--- src/rtl/apb_pkg.sv ---
// apb_pkg
// Shared definitions for the APB master bridge and its PSEL decoder:
//   - state_e        : bridge FSM states (IDLE, SETUP, ACCESS, RESP)
//   - SLV_IDX_W      : width of the slave-index field taken from the top address bits
//   - MISALIGN_MASK  : low address bits that must be zero for a legal word access
//   - req_t          : request bundle (write, addr, wdata, strb, prot) at the default
//                      bus widths, for upstream blocks that carry requests as one value
package apb_pkg;

  typedef enum logic [1:0] {
    ST_IDLE   = 2'd0,
    ST_SETUP  = 2'd1,
    ST_ACCESS = 2'd2,
    ST_RESP   = 2'd3
  } state_e;

  localparam int SLV_IDX_W = 2;

  localparam logic [1:0] MISALIGN_MASK = 2'b11;

  localparam int REQ_ADDR_W = 16;
  localparam int REQ_DATA_W = 32;

  typedef struct packed {
    logic                    write;
    logic [REQ_ADDR_W-1:0]   addr;
    logic [REQ_DATA_W-1:0]   wdata;
    logic [REQ_DATA_W/8-1:0] strb;
    logic [2:0]              prot;
  } req_t;

endpackage

--- src/rtl/apb_psel_decode.sv ---
// apb_psel_decode
// Combinational slave-index to one-hot PSEL decoder.
// Ports:
//   idx_i          in  SLV_IDX_W   slave index (top address bits)
//   psel_o         out NUM_SLAVES  one-hot select, all zero when out of range
//   out_of_range_o out 1           index has no slave behind it
module apb_psel_decode
  import apb_pkg::*;
#(
  parameter int NUM_SLAVES = 4
) (
  input  logic [SLV_IDX_W-1:0]  idx_i,
  output logic [NUM_SLAVES-1:0] psel_o,
  output logic                  out_of_range_o
);

  always_comb begin
    out_of_range_o = (int'(idx_i) >= NUM_SLAVES);
    for (int i = 0; i < NUM_SLAVES; i++) begin
      psel_o[i] = (int'(idx_i) == i);
    end
  end

endmodule

--- src/rtl/apb_master_bridge.sv ---
// apb_master_bridge
// Single-outstanding APB master: turns a valid/ready request into an APB
// SETUP/ACCESS transfer and returns a one-cycle response pulse. All outputs
// are registered; PRESETn (asynchronous, active-low) clears every output.
// Optional feature: define APB_MASTER_TIMEOUT_EN to bound ACCESS at
// TIMEOUT_CYCLES wait cycles (error response on expiry).
// Ports:
//   PCLK, PRESETn                                  clock / async active-low reset
//   req_valid_i/req_ready_o, req_write_i, req_addr_i,
//   req_wdata_i, req_strb_i, req_prot_i            request channel
//   rsp_valid_o, rsp_rdata_o, rsp_err_o            response pulse
//   PSEL, PENABLE, PWRITE, PADDR, PWDATA,
//   PSTRB, PPROT                                   APB master outputs
//   PREADY, PSLVERR, PRDATA                        APB slave returns (pre-muxed)
module apb_master_bridge
  import apb_pkg::*;
#(
  parameter int ADDR_WIDTH     = 16,
  parameter int DATA_WIDTH     = 32,
  parameter int NUM_SLAVES     = 4,
  parameter int TIMEOUT_CYCLES = 16
) (
  input  logic                    PCLK,
  input  logic                    PRESETn,
  input  logic                    req_valid_i,
  output logic                    req_ready_o,
  input  logic                    req_write_i,
  input  logic [ADDR_WIDTH-1:0]   req_addr_i,
  input  logic [DATA_WIDTH-1:0]   req_wdata_i,
  input  logic [DATA_WIDTH/8-1:0] req_strb_i,
  input  logic [2:0]              req_prot_i,
  output logic                    rsp_valid_o,
  output logic [DATA_WIDTH-1:0]   rsp_rdata_o,
  output logic                    rsp_err_o,
  output logic [NUM_SLAVES-1:0]   PSEL,
  output logic                    PENABLE,
  output logic                    PWRITE,
  output logic [ADDR_WIDTH-1:0]   PADDR,
  output logic [DATA_WIDTH-1:0]   PWDATA,
  output logic [DATA_WIDTH/8-1:0] PSTRB,
  output logic [2:0]              PPROT,
  input  logic                    PREADY,
  input  logic                    PSLVERR,
  input  logic [DATA_WIDTH-1:0]   PRDATA
);

  localparam int STRB_W = DATA_WIDTH / 8;

  state_e state_q, state_d;

  logic                  req_ready_q,  req_ready_d;
  logic                  rsp_valid_q,  rsp_valid_d;
  logic [DATA_WIDTH-1:0] rsp_rdata_q,  rsp_rdata_d;
  logic                  rsp_err_q,    rsp_err_d;
  logic [NUM_SLAVES-1:0] psel_q,       psel_d;
  logic                  penable_q,    penable_d;
  logic                  pwrite_q,     pwrite_d;
  logic [ADDR_WIDTH-1:0] paddr_q,      paddr_d;
  logic [DATA_WIDTH-1:0] pwdata_q,     pwdata_d;
  logic [STRB_W-1:0]     pstrb_q,      pstrb_d;
  logic [2:0]            pprot_q,      pprot_d;

  logic                  accept;
  logic                  bad_req;
  logic                  timeout;
  logic [NUM_SLAVES-1:0] dec_psel;
  logic                  dec_oor;

  apb_psel_decode #(
    .NUM_SLAVES (NUM_SLAVES)
  ) u_psel_decode (
    .idx_i          (req_addr_i[ADDR_WIDTH-1 -: SLV_IDX_W]),
    .psel_o         (dec_psel),
    .out_of_range_o (dec_oor)
  );

  // req_ready_q is only ever high in IDLE, so it alone qualifies acceptance.
  assign accept  = req_valid_i && req_ready_q;
  // Unreachable slaves are rejected the same way as misaligned addresses.
  assign bad_req = (|(req_addr_i[1:0] & MISALIGN_MASK)) || dec_oor;

`ifdef APB_MASTER_TIMEOUT_EN
  localparam int CNT_W = (TIMEOUT_CYCLES > 1) ? $clog2(TIMEOUT_CYCLES) : 1;

  logic [CNT_W-1:0] wait_cnt_q, wait_cnt_d;

  // Counts completed ACCESS cycles without PREADY; the TIMEOUT_CYCLES-th
  // such cycle ends the transfer.
  assign timeout = (state_q == ST_ACCESS) && !PREADY &&
                   (wait_cnt_q == CNT_W'(TIMEOUT_CYCLES - 1));

  always_comb begin
    wait_cnt_d = wait_cnt_q;
    if (state_q == ST_SETUP) begin
      wait_cnt_d = '0;
    end else if ((state_q == ST_ACCESS) && !PREADY && !timeout) begin
      wait_cnt_d = wait_cnt_q + CNT_W'(1);
    end
  end

  always_ff @(posedge PCLK or negedge PRESETn) begin
    if (!PRESETn) begin
      wait_cnt_q <= '0;
    end else begin
      wait_cnt_q <= wait_cnt_d;
    end
  end
`else
  assign timeout = 1'b0;
`endif

  // State register
  always_ff @(posedge PCLK or negedge PRESETn) begin
    if (!PRESETn) begin
      state_q <= ST_IDLE;
    end else begin
      state_q <= state_d;
    end
  end

  // Next-state logic
  always_comb begin
    state_d = state_q;
    unique case (state_q)
      ST_IDLE:   if (accept) state_d = bad_req ? ST_RESP : ST_SETUP;
      ST_SETUP:  state_d = ST_ACCESS;
      ST_ACCESS: if (PREADY || timeout) state_d = ST_RESP;
      ST_RESP:   state_d = ST_IDLE;
      default:   state_d = ST_IDLE;
    endcase
  end

  // Output logic: next values of the registered outputs
  always_comb begin
    psel_d      = psel_q;
    penable_d   = penable_q;
    pwrite_d    = pwrite_q;
    paddr_d     = paddr_q;
    pwdata_d    = pwdata_q;
    pstrb_d     = pstrb_q;
    pprot_d     = pprot_q;
    rsp_err_d   = 1'b0;
    rsp_rdata_d = '0;
    rsp_valid_d = (state_d == ST_RESP);
    req_ready_d = (state_d == ST_IDLE);

    unique case (state_q)
      ST_IDLE: begin
        if (accept) begin
          if (bad_req) begin
            rsp_err_d = 1'b1;
          end else begin
            psel_d   = dec_psel;
            pwrite_d = req_write_i;
            paddr_d  = req_addr_i;
            pwdata_d = req_wdata_i;
            pstrb_d  = req_write_i ? req_strb_i : '0;
            pprot_d  = req_prot_i;
          end
        end
      end
      ST_SETUP: begin
        penable_d = 1'b1;
      end
      ST_ACCESS: begin
        if (PREADY) begin
          psel_d      = '0;
          penable_d   = 1'b0;
          rsp_err_d   = PSLVERR;
          rsp_rdata_d = (!pwrite_q && !PSLVERR) ? PRDATA : '0;
        end else if (timeout) begin
          psel_d    = '0;
          penable_d = 1'b0;
          rsp_err_d = 1'b1;
        end
      end
      default: ;
    endcase
  end

  always_ff @(posedge PCLK or negedge PRESETn) begin
    if (!PRESETn) begin
      req_ready_q <= 1'b0;
      rsp_valid_q <= 1'b0;
      rsp_rdata_q <= '0;
      rsp_err_q   <= 1'b0;
      psel_q      <= '0;
      penable_q   <= 1'b0;
      pwrite_q    <= 1'b0;
      paddr_q     <= '0;
      pwdata_q    <= '0;
      pstrb_q     <= '0;
      pprot_q     <= '0;
    end else begin
      req_ready_q <= req_ready_d;
      rsp_valid_q <= rsp_valid_d;
      rsp_rdata_q <= rsp_rdata_d;
      rsp_err_q   <= rsp_err_d;
      psel_q      <= psel_d;
      penable_q   <= penable_d;
      pwrite_q    <= pwrite_d;
      paddr_q     <= paddr_d;
      pwdata_q    <= pwdata_d;
      pstrb_q     <= pstrb_d;
      pprot_q     <= pprot_d;
    end
  end

  assign req_ready_o = req_ready_q;
  assign rsp_valid_o = rsp_valid_q;
  assign rsp_rdata_o = rsp_rdata_q;
  assign rsp_err_o   = rsp_err_q;
  assign PSEL        = psel_q;
  assign PENABLE     = penable_q;
  assign PWRITE      = pwrite_q;
  assign PADDR       = paddr_q;
  assign PWDATA      = pwdata_q;
  assign PSTRB       = pstrb_q;
  assign PPROT       = pprot_q;

endmodule

--- config.mk ---
export PLATFORM = sky130hd
export DESIGN_NAME = apb_master_bridge
export DESIGN_NICKNAME = d
export VERILOG_FILES = /design/src/rtl/apb_pkg.sv /design/src/rtl/apb_psel_decode.sv /design/src/rtl/apb_master_bridge.sv
export SDC_FILE = /design/constraint.sdc
export NUM_CORES = 1
export LEC_CHECK = 0
export BUFFER_PORTS_ARGS = -buffer_cell sky130_fd_sc_hd__buf_2
export CORE_UTILIZATION = 45
export CTS_CLUSTER_DIAMETER = 80
export DETAILED_ROUTE_END_ITERATION = 16
export PLACE_DENSITY = 0.79
export RECOVER_POWER = 100
export SLEW_MARGIN = 10
export SYNTH_ARGS = -nofsm -noshare
export SYNTH_HDL_FRONTEND = slang
export SYNTH_HIERARCHICAL = 1
export SYNTH_SLANG_ARGS = --single-unit
--- constraint.sdc ---
create_clock -name PCLK -period 2.2 [get_ports PCLK]
set_input_delay 0.44 -clock PCLK [delete_from_list [all_inputs] [get_ports PCLK]]
set_output_delay 0.44 -clock PCLK [all_outputs]
set_load 0.02 [all_outputs]
Word-level counts from Yosys, hierarchy flattened

Index checks and enable logic that the tools add are counted.

Register bits: 98
Bits of input ports: 93
Word-level logic and storage cells: 54

Equal/unequal tests: 10
Mux-type cells: 18
Bitwise gates (word level): 1
Reductions and logical operators: 13

Operators by type and width:

| operator             | number |
|---|---|
| $mux W32             | 3 |
| $mux W4              | 4 |
| $eq A2 B2 Y1 const B | 5 |
| $pmux W2 S4          | 1 |
| $pmux W4 S2          | 1 |
| $logic_not A2 Y1     | 3 |
| $mux W2              | 3 |
| $ne A2 B2 Y1 const B | 3 |
| $eq A2 B1 Y1 const B | 2 |
| $mux W1              | 4 |
| $pmux W1 S2          | 2 |
| $reduce_and A4 Y1    | 1 |
| $reduce_bool A2 Y1   | 2 |
| $reduce_and A3 Y1    | 1 |
| $logic_and A1 B1 Y1  | 2 |
| $logic_not A1 Y1     | 2 |
| $reduce_and A2 Y1    | 1 |
| $reduce_or A2 Y1     | 1 |
| $not A1 Y1           | 1 |

Depth between registers and ports, before layout

Gate-level depths: netlist (run 1).

Word-level depth: 5
Mapped depth: 6
Mapped depth without buffers: 3

Modules after synthesis

The synthesis (run 1) kept the hierarchy.

By module, submodules not included:

| module            | instances | cells each | area an instance (µm²) | sequential area each (µm²) |
|---|---|---|---|---|
| apb_master_bridge | 1         | 234        | 3732.3                 | 2452.4 |
| apb_psel_decode   | 1         | 6          | 37.5                   | 0.0 |

Least setup slack after synthesis (run 1)

Ideal clock, no wire load.

Path type: input-to-reg
From: input port req_addr_i[1]
To: register paddr_q[12] (netlist: PADDR[12])
Library setup time: 125 ps
Arrival: 1505 ps
Required time: 2075 ps
Slack: 570 ps
Stages: 5
Buffers on the path: 2
Cells stage by stage: nor3_2 and2_4 buf_12 buf_8 mux2_4

Word-level cells in the longest chain between the ends: 3

RTL lines:

| item                               | RTL line                 | source |
|---|---|---|
| from (decl)                        | apb_master_bridge.sv:28  | `input logic [ADDR_WIDTH-1:0] req_addr_i,` |
| $reduce_or A2 Y1                   | apb_master_bridge.sv:80  | `assign bad_req = (\|(req_addr_i[1:0] & MISALIGN_MASK)) \|\| dec_oor;` |
| $not A1 Y1 (no source line)        | -                        |  |
| $reduce_and A3 Y1 (no source line) | -                        |  |
| to (signal assigned)               | apb_master_bridge.sv:202 | `paddr_q <= paddr_d;` |
| to (decl)                          | apb_master_bridge.sv:58  | `logic [ADDR_WIDTH-1:0] paddr_q, paddr_d;` |

No other way between the ends.
A chain may end at the register's enable or synchronous reset.

Worst setup path after layout (run 1)

From: register state_q[1]
To: register pwdata_q[19] (netlist: PWDATA[19])

Word-level cells in the longest chain between the ends: 2

RTL lines:

| item                               | RTL line                 | source |
|---|---|---|
| from (decl)                        | apb_master_bridge.sv:49  | `state_e state_q, state_d;` |
| from (signal assigned)             | apb_master_bridge.sv:117 | `state_q <= state_d;` |
| $logic_not A2 Y1                   | apb_master_bridge.sv:147 | `unique case (state_q)` |
| $reduce_and A3 Y1 (no source line) | -                        |  |
| to (signal assigned)               | apb_master_bridge.sv:203 | `pwdata_q <= pwdata_d;` |
| to (decl)                          | apb_master_bridge.sv:59  | `logic [DATA_WIDTH-1:0] pwdata_q, pwdata_d;` |

No other way between the ends.

==> run_results.csv, run 1 <==
group,metric,value,unit
run_status,outcome,"complete, no violations",
logic_synthesis,post-synth-top-count-cell,"dfrtp_1",
cells_and_area,layout-drive-gt1-share,31.1,%
cells_and_area,instances_no_fill,545,
global_route,grt_max_degree,48,
timing,final_max_slew_viol_count,0,
setup_path,crit_slowest_cell,"dfrtp_1",
clock_tree,cts_sinks,98,
power,combPwrFrac,32.0,%
placement,placed_cells,528,
timing,hold_viol_final,0,
logic_synthesis,synth_edf_count,0,
setup_path,worstReg2RegStart,"state_q[1]$_DFF_PN0_",
logic_synthesis,synth_ff_type,"dfrtp_1",
setup_path,crit_fanout,28,
logic_synthesis,synth_nets,333,
power,internal_power,3.48,mW
logic_synthesis,synth_simple_gate_area_share,9.79,%
timing,worst_slew_pin_slew,0.783,ns
placement,dp_hpwl,5.77,mm
timing,max_freq,0.533,GHz
power,swShare,37.4,%
timing,timing.final.crit_period,1.88,ns
timing,finalCritPeriodShare,85.3,%
setup_path,critPathRequiredTime,2.43,ns
clock_tree,cts_tree,"built",
global_route,overflow,0,
power,p_switching,2.09,mW
hold_path,hold_class,"in -> reg",
logic_synthesis,synth_area,3770,sq um
power,finalPower,5.57,mW
power,power_density,1170,nW/um^2
setup_path,end_kind,"flip-flop",
clock_tree,clkTransAtPathRegs,0.10,ns
logic_synthesis,synthMuxAreaShare,19.3,%
route,wl_per_cell,14.1,um
setup_path,arrival,2.10,ns
logic_synthesis,synth_cells,240,
setup_path,crit_type,"reg -> reg",
route,vias_per_cell,4.61,
setup_path,worst_setup_path_start_kind,"flip-flop",
clock_tree,numCtsBuffers,9,
die,rows,33,
global_route,grt_usage,17.9,%
logic_synthesis,synth_cell_type_count,31,
timing,finalSetupViolations,0,
route,wl,7.67,mm
power,ir_drop,0.459,mV
clock_tree,cts-root-buf,"clkbuf_8",
logic_synthesis,synth-compound-area-share,1.76,%
job,drv_cap,0,
logic_synthesis,async_reset_ff_share,100,%
route,antenna_violating_nets_post_route,0,
placement,gp_congestion,0.742,
placement,io_buffer_count,188,
logic_synthesis,synth_area_leader_cell,"dfrtp_1",
cells_and_area,nets,528,
setup_path,cp-startpoint,"state_q[1]$_DFF_PN0_",
clock_tree,cts_buffer_depth,2,
logic_synthesis,synth_xor_xnor_area_share,0,%
logic_synthesis,avgSynthCellArea,15.7,sq um
logic_synthesis,netlist_top_cells_count,"98 x dfrtp_1, 35 x and2_1, 33 x mux2_4",
setup_path,path_cells,"and4bb_4 -> and2_0 -> buf_12 -> mux2_1",
hold_path,worstHoldStart,"PRDATA[13]",
timing,fin_skew,0.0134,ns
global_route,grt_pass1_vias,2630,
cells_and_area,n_fill_cell,758,
logic_synthesis,synth_top_area_share,65.1,%
setup_path,cp_slowest_stage_delay,0.47,ns
logic_synthesis,seq_area_frac_synth,65.1,%
logic_synthesis,synth_seq_cells,98,
die,coreArea,8180,sq um
route,first_iter_violations,45,
clock_tree,clock_latency,0.36,ns
power,pwr-share-clk,20.8,%
die,dieArea,8750,sq um
cells_and_area,n_antenna_cell,0,
route,drc_errors,0,
die,io_pins,189,
clock_tree,htree_num_levels,3,
clock_tree,cts_resized,0,
timing,slew_headroom,47.8,%
die,die-width,93.5,um
cells_and_area,area_growth,26.2,%
logic_synthesis,synth_fa_ha_area_share,0,%
route,vias,2515,
global_route,grt_antenna_before_repair,0,
power,leakage,2.42,nW
die,die_h,93.5,um
timing,rsz0062_at_grt,"false",
timing,finalSetupTns,0,ns
logic_synthesis,yosys_warnings,6,
global_route,grt_pass1_wl,11.7,mm
die,start_util,46.1,%
route,drt-pass1-iter-count,4,
logic_synthesis,synth_area_leaders,"dfrtp_1 65%, mux2_4 13%, and2_1 5.8%",
logic_synthesis,synth_top_family_by_area,"multiplexers",
power,p_seq_share,47.2,%
## final cells by class
class                   count  area (sq um)  share of cell area, %
well taps                 105           131                   2.76
clock buffers               9           124                   2.60
inverters                   6          22.5                  0.473
multi-input cells         125          1040                   21.9
clock inverters             7          73.8                   1.55
flip-flops and latches     98          2450                   51.5
repair buffers            195           911                   19.1
## metrics by stage
step	instance area, sq um	util (%)	worst slack [ns]	hold slack [ns]
2_1_floorplan	3770	-	0.570	0.144
3_3_place_gp	4800	58.8	0.504	0.334
3_5_place_dp	4800	58.8	0.450	0.337
4_1_cts	5010	61.3	0.451	0.256
5_1_grt	4760	58.2	0.236	0.259
6_report	4760	58.2	0.324	0.277
## worst max-delay path: cells and delay by family (launching register included)
| kind | cells | cell delay, ns |
|---|---|---|
| flip-flops | 1 | 0.47 |
| buffers and inverters | 1 | 0.24 |
| multiplexers | 1 | 0.35 |
| AND/OR/NAND/NOR | 2 | 0.68 |
## state kept, by name (all words and copies together) (netlist names)
name	flops
PWDATA	32
rsp_rdata_o	32
PADDR	16
PSEL	4
PSTRB	4
PPROT	3
state_q	2
PENABLE	1
PWRITE	1
req_ready_o	1
rsp_err_o	1
rsp_valid_o	1
## layer usage
layer	wire length [um]	GRT usage, %
met3	764	7.40
met1	3080	19.7
met4	141	8.85
met2	3690	29.8
met5	0	0
## final timing paths
kind                                              to  slack (ns)  cells past startpoint
max                           PWDATA[19]$_DFFE_PN0P_        0.32                      4
min reg2reg                     PADDR[3]$_DFFE_PN0P_        0.49                      1
min                        rsp_rdata_o[13]$_DFF_PN0_        0.28                      2
max in group asynchronous     PWDATA[19]$_DFFE_PN0P_        0.65                      3
max reg2reg                   PWDATA[19]$_DFFE_PN0P_        0.32                      4
min in group asynchronous   rsp_rdata_o[9]$_DFF_PN0_        0.49                      2
## layout by cell type, fill, tap and decap left out, types with 2 or more instances in the layout
master     n
mux2_2    17
and2_1    19
clkbuf_8   9
and2_0    17
buf_2     91
a21oi_1    4
nor2_1     2
inv_1      6
clkbuf_2   2
a22o_1     3
dfrtp_1   98
clkbuf_1  96
clkinv_2   2
inv_6      3
mux2_1    32
buf_4      2
buf_12     3
nand2_1   10
mux2i_1    4
## power by group through the flow
stage | sequential [mW] | combinational (mW) | clock [mW]
after floorplan | 3.29 | 0.725 | 0
after global placement | 2.64 | 2.11 | 0
after detailed placement | 2.67 | 2.16 | 0
after CTS | 2.64 | 2.17 | 1.19
after global routing | 2.70 | 1.94 | 1.26
final | 2.63 | 1.78 | 1.16
## repair_timing
item | in CTS | in global routing
buffers inserted | 0 | 0
hold buffers | 1 | 0
hold endpoints to repair | 18 | 0
## kinds of logic (layout without fill, tap and decap cells)
logic type      after synthesis  after routing
flops                        98             98
buf+inv                      17            217
mux                          54             54
compound gates               10             10
simple gates                 60             60
other cells                   1              1
(Power assumes the default switching activity.)
==> run 2: changes to the inputs <==
--- a/config.mk
+++ b/config.mk
@@ -6,10 +6,10 @@
 export NUM_CORES = 1
 export LEC_CHECK = 0
 export BUFFER_PORTS_ARGS = -buffer_cell sky130_fd_sc_hd__buf_2
-export CORE_UTILIZATION = 45
+export CORE_UTILIZATION = 49
 export CTS_CLUSTER_DIAMETER = 80
 export DETAILED_ROUTE_END_ITERATION = 16
-export PLACE_DENSITY = 0.79
+export PLACE_DENSITY_LB_ADDON = 0.1
 export RECOVER_POWER = 100
 export SLEW_MARGIN = 10
 export SYNTH_ARGS = -nofsm -noshare
==> constraint.sdc (replaced) <==
create_clock -name PCLK -period 2.29 [get_ports PCLK]
set_input_delay 0.458 -clock PCLK [delete_from_list [all_inputs] [get_ports PCLK]]
set_output_delay 0.458 -clock PCLK [all_outputs]
set_load 0.02 [all_outputs]
==> run 2 against run 1 <==
Compared with the run above: via count decreased by 0.52%; power decreased by 4.5%; maximum frequency decreased by 4.2%; wire length decreased by 1.7%; critical endpoint is now PWDATA[23]$_DFFE_PN0P_; combinational power decreased by 3%; flip-flop and latch count unchanged; critical path depth unchanged; design area decreased by 0.29%; largest cell class unchanged; clock skew decreased by 0.00056 ns.
==> run_results.csv, run 2 (synthesized netlist as in run 1, its figures left out) <==
group,metric,value,unit
route,wl_met3,585,um
cells_and_area,layout-drive-gt1-share,31.1,%
placement,gp_congestion,0.764,
setup_path,ff2ff_setup_slack,0.33,ns
setup_path,end_kind,"flip-flop",
route,vias_per_cell,4.64,
timing,finalCritPeriodShare,85.5,%
global_route,grt_max_degree,46,
clock_tree,postCtsSetupRepairBufs,0,
clock_tree,clock_latency,0.36,ns
placement,placed_area,4800,sq um
route,vias,2502,
clock_tree,clkTransAtPathRegs,0.09,ns
die,dieArea,8050,sq um
global_route,grt_usage,19.9,%
job,drv_cap,0,
setup_path,r2r-end,"PWDATA[23]$_DFFE_PN0P_",
timing,worst_slew_pin_slew,1.11,ns
timing,final_max_slew_viol_count,0,
die,rows,31,
setup_path,crit_type,"reg -> reg",
die,die-width,89.7,um
timing,rsz0062_at_grt,"false",
run_status,outcome,"complete, no violations",
clock_tree,ctsHoldBuffers,0,
setup_path,cp_slowest_stage_delay,0.49,ns
route,drt-pass1-iter-count,4,
route,antenna_violating_nets_post_route,0,
setup_path,r2r_cells,4,
setup_path,arrival,2.19,ns
route,wl_met1,3.21,mm
global_route,grt_pass1_vias,2501,
route,drc_errors,0,
route,dr.max_layer_used,"met4",
hold_path,hold_class,"in -> async",
timing,hold_viol_final,0,
clock_tree,cts_tree,"built",
setup_path,crit_slowest_cell,"dfrtp_1",
timing,finalSetupTns,0,ns
timing,timing.final.crit_period,1.96,ns
route,first_iter_violations,40,
global_route,overflow,0,
placement,io_buffer_count,188,
cells_and_area,layout_common_cells,"99 x clkbuf_1, 98 x dfrtp_1, 91 x buf_2",
cells_and_area,nets,528,
route,wl,7.54,mm
timing,finalSetupViolations,0,
setup_path,critPathRequiredTime,2.52,ns
die,start_util,51.4,%
timing,whs,0.290,ns
setup_path,worstReg2RegStart,"state_q[1]$_DFF_PN0_",
cells_and_area,n_fill_cell,636,
timing,max_freq,0.510,GHz
power,power_density,1120,nW/um^2
die,coreArea,7330,sq um
die,die_h,89.7,um
cells_and_area,n_antenna_cell,0,
clock_tree,numCtsBuffers,9,
die,io_pins,189,
clock_tree,cts-root-buf,"clkbuf_8",
cells_and_area,layout_commonest_cell,"clkbuf_1",
clock_tree,cts_buffer_depth,2,
route,met2_length,3.57,mm
cells_and_area,final_area,4740,sq um
clock_tree,cts_sinks,98,
cells_and_area,area_growth,25.9,%
timing,slew_headroom,25.9,%
setup_path,worst_setup_path_start_kind,"flip-flop",
global_route,grt_antenna_before_repair,0,
global_route,grt_pass1_wl,12.3,mm
setup_path,path_cells,"and4bb_1 -> and2_4 -> clkbuf_2 -> mux2_1",
power,leakage,2.41,nW
setup_path,crit_fanout,12,
power,ir_drop,0.541,mV
timing,fin_skew,0.0128,ns
clock_tree,cts_resized,0,
clock_tree,htree_num_levels,3,
route,wl_per_cell,14.0,um
placement,dp_hpwl,5.62,mm
==> run 2: worst max path at each step <==
stage | startpoint | endpoint | slack, ns | cells after the start
after floorplan | req_addr_i[1] | PADDR[12]$_DFFE_PN0P_ | 0.64 | 5
after global placement | state_q[1]$_DFF_PN0_ | PWDATA[18]$_DFFE_PN0P_ | 0.47 | 4
after detailed placement | state_q[1]$_DFF_PN0_ | PWDATA[23]$_DFFE_PN0P_ | 0.40 | 4
after CTS | state_q[1]$_DFF_PN0_ | PWDATA[23]$_DFFE_PN0P_ | 0.38 | 4
after global routing | state_q[1]$_DFF_PN0_ | PWDATA[23]$_DFFE_PN0P_ | 0.23 | 4
final | state_q[1]$_DFF_PN0_ | PWDATA[23]$_DFFE_PN0P_ | 0.33 | 4
==> run 2: worst max-delay path, delay by kind of cell (launching register included) <==
family	cells	cell delay, ns
muxes	1	0.36
and+or+nand+nor	2	0.69
buffers and inverters	1	0.29
DFF	1	0.49
==> run 2: stage by stage <==
stage | setup WS [ns] | util (%) | power, mW | std cells
4_1_cts | 0.382 | 68.2 | 5.73 | 539
3_3_place_gp | 0.468 | 65.5 | 4.58 | 523
2_1_floorplan | 0.642 | - | 3.86 | 240
6_report | 0.331 | 64.7 | 5.32 | 539
5_1_grt | 0.231 | 64.7 | 5.63 | 539
3_5_place_dp | 0.399 | 65.5 | 4.63 | 523
==> run 2: where the power goes <==
| part | switching (mW) | internal, mW | total, mW |
|---|---|---|---|
| Combinational | 1.12 | 0.598 | 1.72 |
| Clock | 0.573 | 0.512 | 1.09 |
| Sequential | 0.269 | 2.24 | 2.51 |
==> run 2: area by class of cell <==
type | instances | area (sq um) | share of cell area, %
Clock buffer | 11 | 131 | 2.77
Clock inverter | 5 | 62.6 | 1.32
Inverter | 6 | 22.5 | 0.475
Multi-Input combinational cell | 125 | 1050 | 22.1
Sequential cell | 98 | 2450 | 51.7
Tap cell | 99 | 124 | 2.61
Timing Repair Buffer | 195 | 902 | 19.0
==> run 2: layer usage <==
layer	GRT usage (%)	vias to the layer above
li1	-	1191
met1	25.6	1185
met2	30.5	113
met3	5.92	13
met4	10.8	0
met5	0	-
